## src/rtl/axi_bank_delay.sv

```systemverilog
// Per-bank open-row tracker that stalls an AXI address handshake by a hit/miss/conflict delay.
// Latency D+1 edges from acceptance to out_valid; PASS waits indefinitely for in_ready, one request in flight.
module axi_bank_delay #(
   parameter int ADDR_WIDTH        = 16,
   parameter int PAGE_OFFSET_WIDTH = 6,
   parameter int BANK_WIDTH        = 2,
   parameter int CNT_WIDTH         = 5,
   parameter int HIT_DELAY         = 2,
   parameter int MISS_DELAY        = 8,
   parameter int CONFLICT_DELAY    = 16,
   parameter int CLOSE_PAGE        = 0,
   parameter int REFRESH_INTERVAL  = 0,
   parameter int REFRESH_DELAY     = 8,
   parameter int REFRESH_CNT_WIDTH = 16
) (
   input  logic                         clk,
   input  logic                         rst,
   input  logic                         in_valid,
   input  logic [ADDR_WIDTH-1:0]        in_addr,
   input  logic                         in_ready,
   output logic                         out_valid,
   output logic                         out_ready,
   output logic                         hit,
   output logic                         miss,
   output logic                         conflict,
   output logic [(2**BANK_WIDTH)-1:0]   open_banks,
   output logic                         busy
);

   localparam int NUM_BANKS = 2**BANK_WIDTH;
   localparam int ROW_WIDTH = ADDR_WIDTH - PAGE_OFFSET_WIDTH - BANK_WIDTH;
   localparam logic [CNT_WIDTH-1:0]         CNT_ONE = CNT_WIDTH'(1);
   localparam logic [REFRESH_CNT_WIDTH-1:0] REF_ONE = REFRESH_CNT_WIDTH'(1);

   typedef enum logic [1:0] {
      IDLE    = 2'd0,
      WAIT    = 2'd1,
      PASS    = 2'd2,
      REFRESH = 2'd3
   } state_t;

   state_t                       state, state_nxt;
   logic [CNT_WIDTH-1:0]         cnt, cnt_nxt;
   logic [CNT_WIDTH-1:0]         class_delay;
   logic [NUM_BANKS-1:0]         open_q;
   logic [ROW_WIDTH-1:0]         row_q [NUM_BANKS];
   logic [BANK_WIDTH-1:0]        req_bank, cur_bank;
   logic [ROW_WIDTH-1:0]         req_row, cur_row;
   logic [REFRESH_CNT_WIDTH-1:0] ref_cnt;
   logic                         ref_pending, ref_wrap;
   logic                         accept, handshake, refresh_done;
   logic                         row_open, row_match;

   assign req_bank     = in_addr[PAGE_OFFSET_WIDTH +: BANK_WIDTH];
   assign req_row      = in_addr[ADDR_WIDTH-1 -: ROW_WIDTH];
   assign row_open     = open_q[req_bank];
   assign row_match    = (row_q[req_bank] == req_row);
   assign accept       = (state == IDLE) && in_valid && !ref_pending;
   assign handshake    = (state == PASS) && in_valid && in_ready;
   assign refresh_done = (state == REFRESH) && (cnt <= CNT_ONE);

   always_comb begin
      class_delay = CNT_WIDTH'(CONFLICT_DELAY);
      if (!row_open)
         class_delay = CNT_WIDTH'(MISS_DELAY);
      else if (row_match)
         class_delay = CNT_WIDTH'(HIT_DELAY);
   end

   always_ff @(posedge clk or negedge rst) begin
      if (!rst) begin
         state <= IDLE;
         cnt   <= '0;
      end else begin
         state <= state_nxt;
         cnt   <= cnt_nxt;
      end
   end

   always_comb begin
      state_nxt = state;
      cnt_nxt   = cnt;
      case (state)
         IDLE: begin
            // Refresh takes priority over a request arriving in the same cycle.
            if (ref_pending) begin
               state_nxt = REFRESH;
               cnt_nxt   = CNT_WIDTH'(REFRESH_DELAY);
            end else if (in_valid) begin
               cnt_nxt   = class_delay;
               state_nxt = (class_delay == '0) ? PASS : WAIT;
            end
         end
         WAIT: begin
            if (!in_valid) begin
               state_nxt = IDLE;
               cnt_nxt   = '0;
            end else begin
               cnt_nxt = (cnt != '0) ? cnt - CNT_ONE : '0;
               if (cnt <= CNT_ONE)
                  state_nxt = PASS;
            end
         end
         PASS: begin
            if (handshake)
               state_nxt = IDLE;
         end
         REFRESH: begin
            cnt_nxt = (cnt != '0) ? cnt - CNT_ONE : '0;
            if (cnt <= CNT_ONE)
               state_nxt = IDLE;
         end
         default: begin
            state_nxt = IDLE;
            cnt_nxt   = '0;
         end
      endcase
   end

   always_comb begin
      out_valid = 1'b0;
      out_ready = 1'b0;
      hit       = 1'b0;
      miss      = 1'b0;
      conflict  = 1'b0;
      case (state)
         PASS: begin
            out_valid = in_valid;
            out_ready = in_ready;
         end
         IDLE: begin
            // Pulses are suppressed while reset is held so every output reads 0.
            if (in_valid && !ref_pending && rst) begin
               hit      = row_open && row_match;
               miss     = !row_open;
               conflict = row_open && !row_match;
            end
         end
         default: ;
      endcase
      busy = (state != IDLE);
   end

   always_ff @(posedge clk or negedge rst) begin
      if (!rst)
         open_q <= '0;
      else if (refresh_done)
         open_q <= '0;
      else if (handshake)
         open_q[cur_bank] <= (CLOSE_PAGE == 0);
   end

   always_ff @(posedge clk) begin
      if (accept) begin
         cur_bank <= req_bank;
         cur_row  <= req_row;
      end
      if (handshake)
         row_q[cur_bank] <= cur_row;
   end

   assign open_banks = open_q;

   assign ref_wrap = (REFRESH_INTERVAL != 0) &&
                     (ref_cnt == REFRESH_CNT_WIDTH'(REFRESH_INTERVAL - 1));

   always_ff @(posedge clk or negedge rst) begin
      if (!rst) begin
         ref_cnt     <= '0;
         ref_pending <= 1'b0;
      end else begin
         if (REFRESH_INTERVAL != 0)
            ref_cnt <= ref_wrap ? '0 : ref_cnt + REF_ONE;
         // A wrap landing on the refresh exit edge re-arms the next refresh.
         if (ref_wrap)
            ref_pending <= 1'b1;
         else if (refresh_done)
            ref_pending <= 1'b0;
      end
   end

endmodule

```

## config.mk

```make
export PLATFORM = sky130hd
export DESIGN_NAME = axi_bank_delay
export DESIGN_NICKNAME = d
export VERILOG_FILES = /design/src/rtl/axi_bank_delay.sv
export SDC_FILE = /design/constraint.sdc
export NUM_CORES = 1
export LEC_CHECK = 0
export ABC_AREA = 1
export CORE_ASPECT_RATIO = 0.75
export CORE_MARGIN = 2
export CORE_UTILIZATION = 55
export CTS_CLUSTER_SIZE = 14
export DETAILED_ROUTE_END_ITERATION = 7
export PLACE_DENSITY = 0.79
export SETUP_SLACK_MARGIN = 0.1
export SYNTH_ARGS = -nofsm -noshare
export SYNTH_HDL_FRONTEND = slang
export SYNTH_SLANG_ARGS = --single-unit
```

## constraint.sdc

```tcl
create_clock -name clk -period 2.5 [get_ports clk]
set_clock_uncertainty 0.1 [all_clocks]
set_input_delay 0.625 -clock clk [delete_from_list [all_inputs] [get_ports clk]]
set_output_delay 0.625 -clock clk [all_outputs]
set_load 0.01 [all_outputs]
```

-- Word-level counts from Yosys, hierarchy flattened
Memory sizes are Yosys's and may differ from the RTL's.
Cells that the tools add are included.
- register bits: 21
- latch bits: 0
- RAM bits: 32
- ROM bits: 0
- logic and storage cells: 67
- memories kept: 1
- memories (name ; depth ; bits a word ; read ports ; clocked after memory_dff ; write ports ; line ; source):
    row_q ; 4 ; 8 ; 1 ; 0 ; 1 ; 46 ; logic [ROW_WIDTH-1:0] row_q [NUM_BANKS];
- $add $sub $neg: 1
- multiply operators: 0
- divide/modulo/power cells: 0
- order comparisons: 4
- equality and inequality tests: 8
- shift operators: 0
- mux-type cells: 29
- bitwise gates (word level): 1
- reduce and logical (&&, ||, !) cells: 18
- operator list (operator ; number):
    $mux W5 ; 5
    $pmux W5 S3 ; 1
    $mux W1 ; 12
    $mux W2 ; 6
    $eq A8 B8 Y1 ; 1
    $logic_and A1 B1 Y1 ; 8
    $mux W4 ; 2
    $pmux W2 S4 ; 1
    $lt A2 B3 Y1 const B ; 2
    $le A5 B1 Y1 const B ; 1
    $logic_not A5 Y1 ; 1
    $reduce_bool A5 Y1 ; 1
    $sub A5 B1 Y5 const B ; 1
    $eq A2 B2 Y1 const B ; 2
    $ne A2 B2 Y1 const B ; 2
    $or A4 B4 Y4 ; 1
    $reduce_and A4 Y1 ; 1
    $reduce_bool A2 Y1 ; 2
    $ne A3 B3 Y1 const B ; 1
    $reduce_bool A3 Y1 ; 1
    $bmux W1 S2 ; 1
    $demux W1 S2 ; 1
    $eq A2 B1 Y1 const B ; 1
    $ge A2 B1 Y1 const B ; 1
    4 further kinds ; 5

-- Longest topological paths before layout
Gate-level depths: netlist of the first run.
An unclocked memory read counts as a cell.
- word-level depth: 8
- gate-level depth with buffers: 13
- mapped depth without buffers: 12

-- Worst setup path before layout of the first run
OpenSTA, ideal clock, no wires.
- path type: input port to output port
- start: input in_valid
- end: output conflict
- data arrival time: 1.756 ns
- data required time: 1.775 ns
- path slack: 0.019 ns
- cell stages on the path: 6
- path through: inv_1 -> nor2_1 -> inv_1 -> nor2_1 -> nand2_1 -> nor2_1
- word-level cells in the longest chain between the ends: 3
- RTL lines (item ; line ; source):
    start, declared ; 18 ; input logic in_valid,
    $logic_and A1 B1 Y1 ; 133 ; if (in_valid && !ref_pending && rst) begin
    $mux W1 ; 133 ;
    $mux W1 ; 126 ; case (state)
    end, declared ; 25 ; output logic conflict,
No other way between the ends.

-- Worst setup path in the final report of the first run
- start: input in_addr[6]
- end: output conflict
- word-level cells in the longest chain between the ends: 6
- elaborated cells between the ends (all ways): 8
- classes of those cells: eq/ne (1); mux (4); reduce/logical (2); memory (1)
- RTL lines (item ; line ; source):
    start, declared ; 19 ; input logic [ADDR_WIDTH-1:0] in_addr,
    $mem_v2 Z4 W8 ; n/a ;
    $eq A8 B8 Y1 ; 57 ; assign row_match = (row_q[req_bank] == req_row);
    $logic_not A1 Y1 ; 136 ; conflict = row_open && !row_match;
    $logic_and A1 B1 Y1 (*) ; 136 ;
    $mux W1 (*) ; 133 ;
    $mux W1 (*) ; 126 ;
Every way passes the cells marked *; elsewhere a longest branch is shown, timed or not. The select of a mux whose other input is x is not followed.

==> impl_metrics.env, run 1 <==
export IMPL_grt_use_met2_pct=36.55
export IMPL_antenna_found_initial=0
export IMPL_grt_usage_pct=23.93
export IMPL_hold_viol=0
export IMPL_core_area_sq_um=4129
export IMPL_clock_path_buffers=2
export IMPL_avgSynthCellArea_sq_um=10.42
export IMPL_synth_top_area_share_pct=52.42
export IMPL_postRouteAntennaNets=0
export IMPL_finalCriticalPeriod_ps=2558
export IMPL_min_path_type="flip-flop to flip-flop"
export IMPL_setup_viol=2
export IMPL_grt_util_met1_pct=33.60
export IMPL_drv_slew=0
export IMPL_cts_inserted_buffers=5
export IMPL_slew_headroom_pct=70.98
export IMPL_rsz0062_at_grt="true"
export IMPL_yosysMostFrequentCell="nand2_1"
export IMPL_synth_seq_cells=53
export IMPL_cts_tree="built"
export IMPL_worstPathArrival_ps=1830
export IMPL_async_reset_ff_share_pct=20.75
export IMPL_worstMarginPinSlew_ps=431.9
export IMPL_finalWeightedCongestion=0.7917
export IMPL_synth_area_sq_um=2406
export IMPL_n_antenna_cell=0
export IMPL_violations="negative setup slack"
export IMPL_wl_per_cell_um=15.47
export IMPL_row_count=20
export IMPL_drive_above_1_share_pct=28.77
export IMPL_end_kind="output port"
export IMPL_cts_clk_slew_worst_paths_ps=90
export IMPL_power_switching_uw=765.4
export IMPL_outcome="finished with violations"
export IMPL_gr_total_overflow=0
export IMPL_hpwl_um=3410
export IMPL_vias=1834
export IMPL_met3_usage_pct=6.158
export IMPL_fmax_mhz=390.9
export IMPL_h_tree_depth=2
export IMPL_grt_pass1_wl_um=8349
export IMPL_grt_start_max_net_pins=17
export IMPL_dpl_instance_area_sq_um=2869
export IMPL_nFillCells=279
export IMPL_wl_um=5368
export IMPL_tns_ps=-101.9
export IMPL_clkLatencyLatePin_ps=300
export IMPL_synth_nets=254
export IMPL_die_w_um=80.38
export IMPL_cts_sinks=53
export IMPL_synth_cell_types=25
export IMPL_place_ws_ps=-895.0
export IMPL_grt_pass1_vias=1731
export IMPL_die_height_um=61.28
export IMPL_fin_crit_sh_pct=102.3
export IMPL_clockPowerShare_pct=22.4
export IMPL_synth_largest_area_cell="edfxtp_1"
export IMPL_maxCapViolCount=0
export IMPL_vias_per_cell=5.285
export IMPL_syn_inst=231
export IMPL_synth_warnings=0
export IMPL_p_leak_nw=1.393
export IMPL_synth_area_top_cells="edfxtp_1 (52%), dfrtp_1 (11%), nand2_1 (11%)"
export IMPL_pwr_share_comb_pct=29.6
export IMPL_grt_busiest_layer="met2"
export IMPL_switching_share_pct=30.47
export IMPL_synth_edf_count=42
export IMPL_initial_utilization_pct=58.27
export IMPL_p_seq_share_pct=48.0
export IMPL_postLayoutCellArea_sq_um=3166
export IMPL_drt_iter0_drc=126
export IMPL_final_util_pct=76.67
export IMPL_area_growth_pct=31.57
export IMPL_synth_common_cells="nand2_1 (68), edfxtp_1 (42), inv_1 (24)"
export IMPL_yosysSeqAreaShare_pct=63.86
export IMPL_ioPinCount=30
export IMPL_cts_root_buf="clkbuf_8"
export IMPL_layout_nets=314
export IMPL_internal_power_mw=1.746
export IMPL_cp_max_fo=5
export IMPL_required_ps=1770
export IMPL_vdd_drop_max_mv=0.6585
export IMPL_io_buffers=23
export IMPL_drc=0
export IMPL_crit_type="input pin to output port"
export IMPL_p_per_area_nw_per_um2=793.4
export IMPL_first_pass_iters=5
export IMPL_fin_ws_ps=-58.02
export IMPL_ys_flop_type="edfxtp_1"
export IMPL_dieArea_sq_um=4925
export IMPL_crit_path_start_kind="input pin"
[worst paths after layout]
check                                startpoint                         to  slack, ps  cells past startpoint
min in group asynchronous                   rst  open_banks[3]$_DFFE_PN0P_        560                      2
max in group asynchronous                   rst         cnt[4]$_DFFE_PN0P_       1580                      2
setup reg to reg           state[0]$_DFFE_PN0P_      row_q[3][0]$_DFFE_PP_        620                      6
hold reg to reg            cur_row[4]$_DFFE_PP_      row_q[1][4]$_DFFE_PP_        410                      0
setup / recovery                     in_addr[6]                   conflict        -60                     15
hold / removal             cur_row[4]$_DFFE_PP_      row_q[1][4]$_DFFE_PP_        410                      0
[cells in the final DEF (no fill, tap or decap), types with 2 or more instances in the layout]
cell	n
inv_8	2
nor2_1	16
buf_4	24
nand3_1	11
nand2_2	12
dfrtp_1	11
clkbuf_8	5
nor3_1	6
inv_1	23
clkdlybuf4s50_1	7
nor2_2	3
buf_12	3
nand2_1	61
buf_2	4
edfxtp_1	42
nand3_2	14
a21oi_1	5
ha_1	3
o22ai_1	2
buf_6	4
nor2_4	2
dlygate4sd2_1	9
o21ai_0	5
[cells by family (layout without fill, tap and decap cells)]
| family | after synthesis | count (layout) | synth area share, % |
|---|---|---|---|
| fa+ha+maj | 3 | 3 | 1.560 |
| buf+inv | 30 | 91 | 6.084 |
| compound gates | 15 | 15 | 3.588 |
| xor+xnor | 2 | 2 | 0.7282 |
| simple gates | 128 | 128 | 24.18 |
| flops | 53 | 53 | 63.86 |
[registers in the layout, summed over array words and instances, names as in the netlist]
| register | cells |
|---|---|
| row_q | 32 |
| cur_row | 8 |
| cnt | 5 |
| open_banks | 4 |
| cur_bank | 2 |
| state | 2 |
[final cells by class]
| type | count | area, sq um | area share (%) |
|---|---|---|---|
| clock buffer | 6 | 72.57 | 2.292 |
| timing repair buffer | 54 | 499.2 | 15.77 |
| clock inverter | 2 | 35.03 | 1.107 |
| inverter | 26 | 117.6 | 3.715 |
| multi-input combinational | 148 | 809.5 | 25.57 |
| timing repair inverter | 3 | 26.28 | 0.8300 |
| tap | 55 | 68.82 | 2.174 |
| sequential | 53 | 1536 | 48.54 |
[power groups by stage]
stage                     Clock [mW]  Sequential (mW)  Combinational (mW)
after global routing           0.593             1.22               0.830
after detailed placement           0             1.22               0.702
after global placement             0             1.22               0.689
after floorplan                    0             1.22               0.391
after CTS                      0.566             1.21               0.731
final                          0.562             1.21               0.744
[worst max-delay path, cell delays in order]
cell and delay, ps:
buf_12 110, buf_12 140, inv_12 60, nand2_2 50, nand3_2 90, nand2_2 70, nand2_1 60, nand2_1 50
inv_1 40, nand2_1 60, nor2_2 130, nand2_1 80, nand2_1 80, nor2_1 50, buf_2 130
[repair_timing]
action | 4_1_cts | 5_1_grt
cloned | 4 | 0
hold endpoints to repair | 0 | 0
buffers inserted | 3 | 0
pin swaps | 12 | 5
hold buffers | 0 | 0
endpoints found under the setup margin | 5 | 4
gates resized for setup | 62 | 12
[per-stage QoR]
stage	power, mW	instances	hold slack (ps)
after floorplan	1.607	231	229.4
after global placement	1.909	332	376.5
after CTS	2.502	347	407.0
final	2.512	347	405.2
after global routing	2.645	347	436.7
after detailed placement	1.924	332	385.3
[routing by layer]
metal / vias to the layer above / share of wire [%]
li1: 887 / -
met1: 850 / 43
met2: 85 / 46
met3: 12 / 8.7
met4: 0 / 1.8
met5: - / 0
No activity file was read; power rests on OpenSTA's default activity.
==> run 2, diff against run 1 <==
Settings changed: CELL_PAD_IN_SITES_DETAIL_PLACEMENT from default to 1, CELL_PAD_IN_SITES_GLOBAL_PLACEMENT from default to 1, CORE_UTILIZATION 55 to 43, PLACE_DENSITY 0.79 to default, PLACE_DENSITY_LB_ADDON from default to 0.1.
==> impl_metrics.env, run 2 (synthesized netlist as in run 1, its figures left out) <==
export IMPL_final_cell_mix="nand2_1 (51), edfxtp_1 (42), buf_4 (30), inv_1 (22), nand2_2 (19)"
export IMPL_hpwl_um=4279
export IMPL_die_height_um=68.78
export IMPL_cts_inserted_buffers=5
export IMPL_grt_pass1_wl_um=9735
export IMPL_wl_per_cell_um=16.59
export IMPL_dieArea_sq_um=6216
export IMPL_power_mw=2.502
export IMPL_holdWs_ps=410.6
export IMPL_outcome="finished with violations"
export IMPL_ctsHoldBuffers=0
export IMPL_drive_above_1_share_pct=35.33
export IMPL_violations="negative setup slack"
export IMPL_rsz0062_at_grt="true"
export IMPL_fmax_mhz=380.8
export IMPL_io_buffers=23
export IMPL_finalWeightedCongestion=0.7386
export IMPL_area_growth_pct=38.12
export IMPL_first_pass_iters=4
export IMPL_cts_sinks=53
export IMPL_place_ws_ps=-963.9
export IMPL_p_per_area_nw_per_um2=752.9
export IMPL_drc=0
export IMPL_p_leak_nw=1.483
export IMPL_largest_reg_flops=32
export IMPL_slew_headroom_pct=64.09
export IMPL_h_tree_depth=2
export IMPL_n_antenna_cell=0
export IMPL_clock_path_buffers=2
export IMPL_final_cells=375
export IMPL_worstHoldStart="cur_row[6]$_DFFE_PP_"
export IMPL_cp_max_fo=7
export IMPL_die_w_um=90.38
export IMPL_end_kind="output port"
export IMPL_drt_iter0_drc=86
export IMPL_postRouteAntennaNets=0
export IMPL_layout_nets=322
export IMPL_vdd_drop_max_mv=0.3726
export IMPL_largest_register="row_q"
export IMPL_rrSetupSlack_ps=200
export IMPL_fin_crit_sh_pct=105.0
export IMPL_finalCriticalPeriod_ps=2626
export IMPL_antenna_found_initial=0
export IMPL_grt_start_max_net_pins=16
export IMPL_tns_ps=-165.8
export IMPL_min_path_type="flip-flop to flip-flop"
export IMPL_gr_total_overflow=0
export IMPL_grt_pass1_vias=1891
export IMPL_core_area_sq_um=5381
export IMPL_clkLatencyLatePin_ps=300
export IMPL_layout_commonest_cell="nand2_1"
export IMPL_vias_per_cell=4.883
export IMPL_worstPathArrival_ps=1900
export IMPL_crit_path_start_kind="input pin"
export IMPL_row_count=23
export IMPL_reg_top3="row_q: 32 flops, cur_row: 8 flops, cnt: 5 flops"
export IMPL_fin_ws_ps=-125.8
export IMPL_cts_tree="built"
export IMPL_post_place_cells=354
export IMPL_crit_start="in_addr[6]"
export IMPL_required_ps=1770
export IMPL_initial_utilization_pct=44.71
export IMPL_setup_viol=2
export IMPL_vias=1831
export IMPL_maxCapViolCount=0
export IMPL_cts_root_buf="clkbuf_8"
export IMPL_cts_clk_slew_worst_paths_ps=90
export IMPL_worstMarginPinSlew_ps=534.5
export IMPL_reg2reg_from="row_q[0][2]$_DFFE_PP_"
export IMPL_hold_viol=0
export IMPL_grt_usage_pct=21.14
export IMPL_drv_slew=0
export IMPL_ioPinCount=30
export IMPL_wl_um=6220
export IMPL_crit_type="input pin to output port"
[run 2: changes by cell type in the layout (fill, tap and decap cells not counted), moves of 4 or more]
| cell | before | now |
|---|---|---|
| dlymetal6s2s_1 | 1 | 6 |
| nand3_1 | 11 | 7 |
| nand2_2 | 12 | 19 |
| dlygate4sd2_1 | 9 | 3 |
| nand3_2 | 14 | 18 |
| nand2_1 | 61 | 51 |
| buf_4 | 24 | 30 |
| buf_6 | 4 | 8 |
[run 2: path summary, 6_finish.rpt]
check / endpoint / cells after the start
setup / recovery: hit / 12
hold / removal: row_q[1][6]$_DFFE_PP_ / 0
setup reg to reg: cnt[1]$_DFFE_PN0P_ / 17
hold reg to reg: row_q[1][6]$_DFFE_PP_ / 0
max in group asynchronous: open_banks[1]$_DFFE_PN0P_ / 2
min in group asynchronous: cnt[2]$_DFFE_PN0P_ / 2
[run 2: cell type report]
| cell class | count | area [sq um] |
|---|---|---|
| tap | 75 | 93.84 |
| sequential | 53 | 1536 |
| timing repair buffer | 64 | 604.3 |
| clock buffer | 6 | 72.57 |
| inverter | 26 | 115.1 |
| clock inverter | 2 | 10.01 |
| timing repair inverter | 1 | 11.26 |
| multi-input combinational | 148 | 879.6 |
| fill | 603 | 2058 |
[run 2: metal layers]
metal	GRT usage [%]	share of wire, %	up-vias
met4	6.154	1.3	0
li1	-	-	903
met1	28.87	48	892
met5	0	0	-
met2	35.43	48	28
met3	3.913	2.7	8
[run 2: worst max-delay path, stage by stage]
cell	delay, ps
buf_12	130
buf_8	130
nand2_1	80
nand3_2	110
nand2_2	70
nand2_1	50
nand2_1	70
nand2_2	60
nor2_4	160
nand3_4	100
nor2_2	140
buf_2	160
[run 2: power by group]
| group | internal, mW | switching [mW] |
|---|---|---|
| sequential | 1.11 | 0.0980 |
| clock | 0.195 | 0.261 |
| combinational | 0.373 | 0.461 |
[run 2: what timing repair did]
item,CTS,global route
hold endpoints to repair,0,0
endpoints found under the setup margin,5,11
gates resized for setup,64,31
pin swaps,11,20
cloned,2,0
buffers inserted,12,0
[run 2: stage by stage]
step	area (sq um)	utilization, %
detailed placement	2922	54.29
global route	3323	61.75
global placement	2922	54.29
CTS	3239	60.20
finish	3323	61.75
floorplan	2409	-
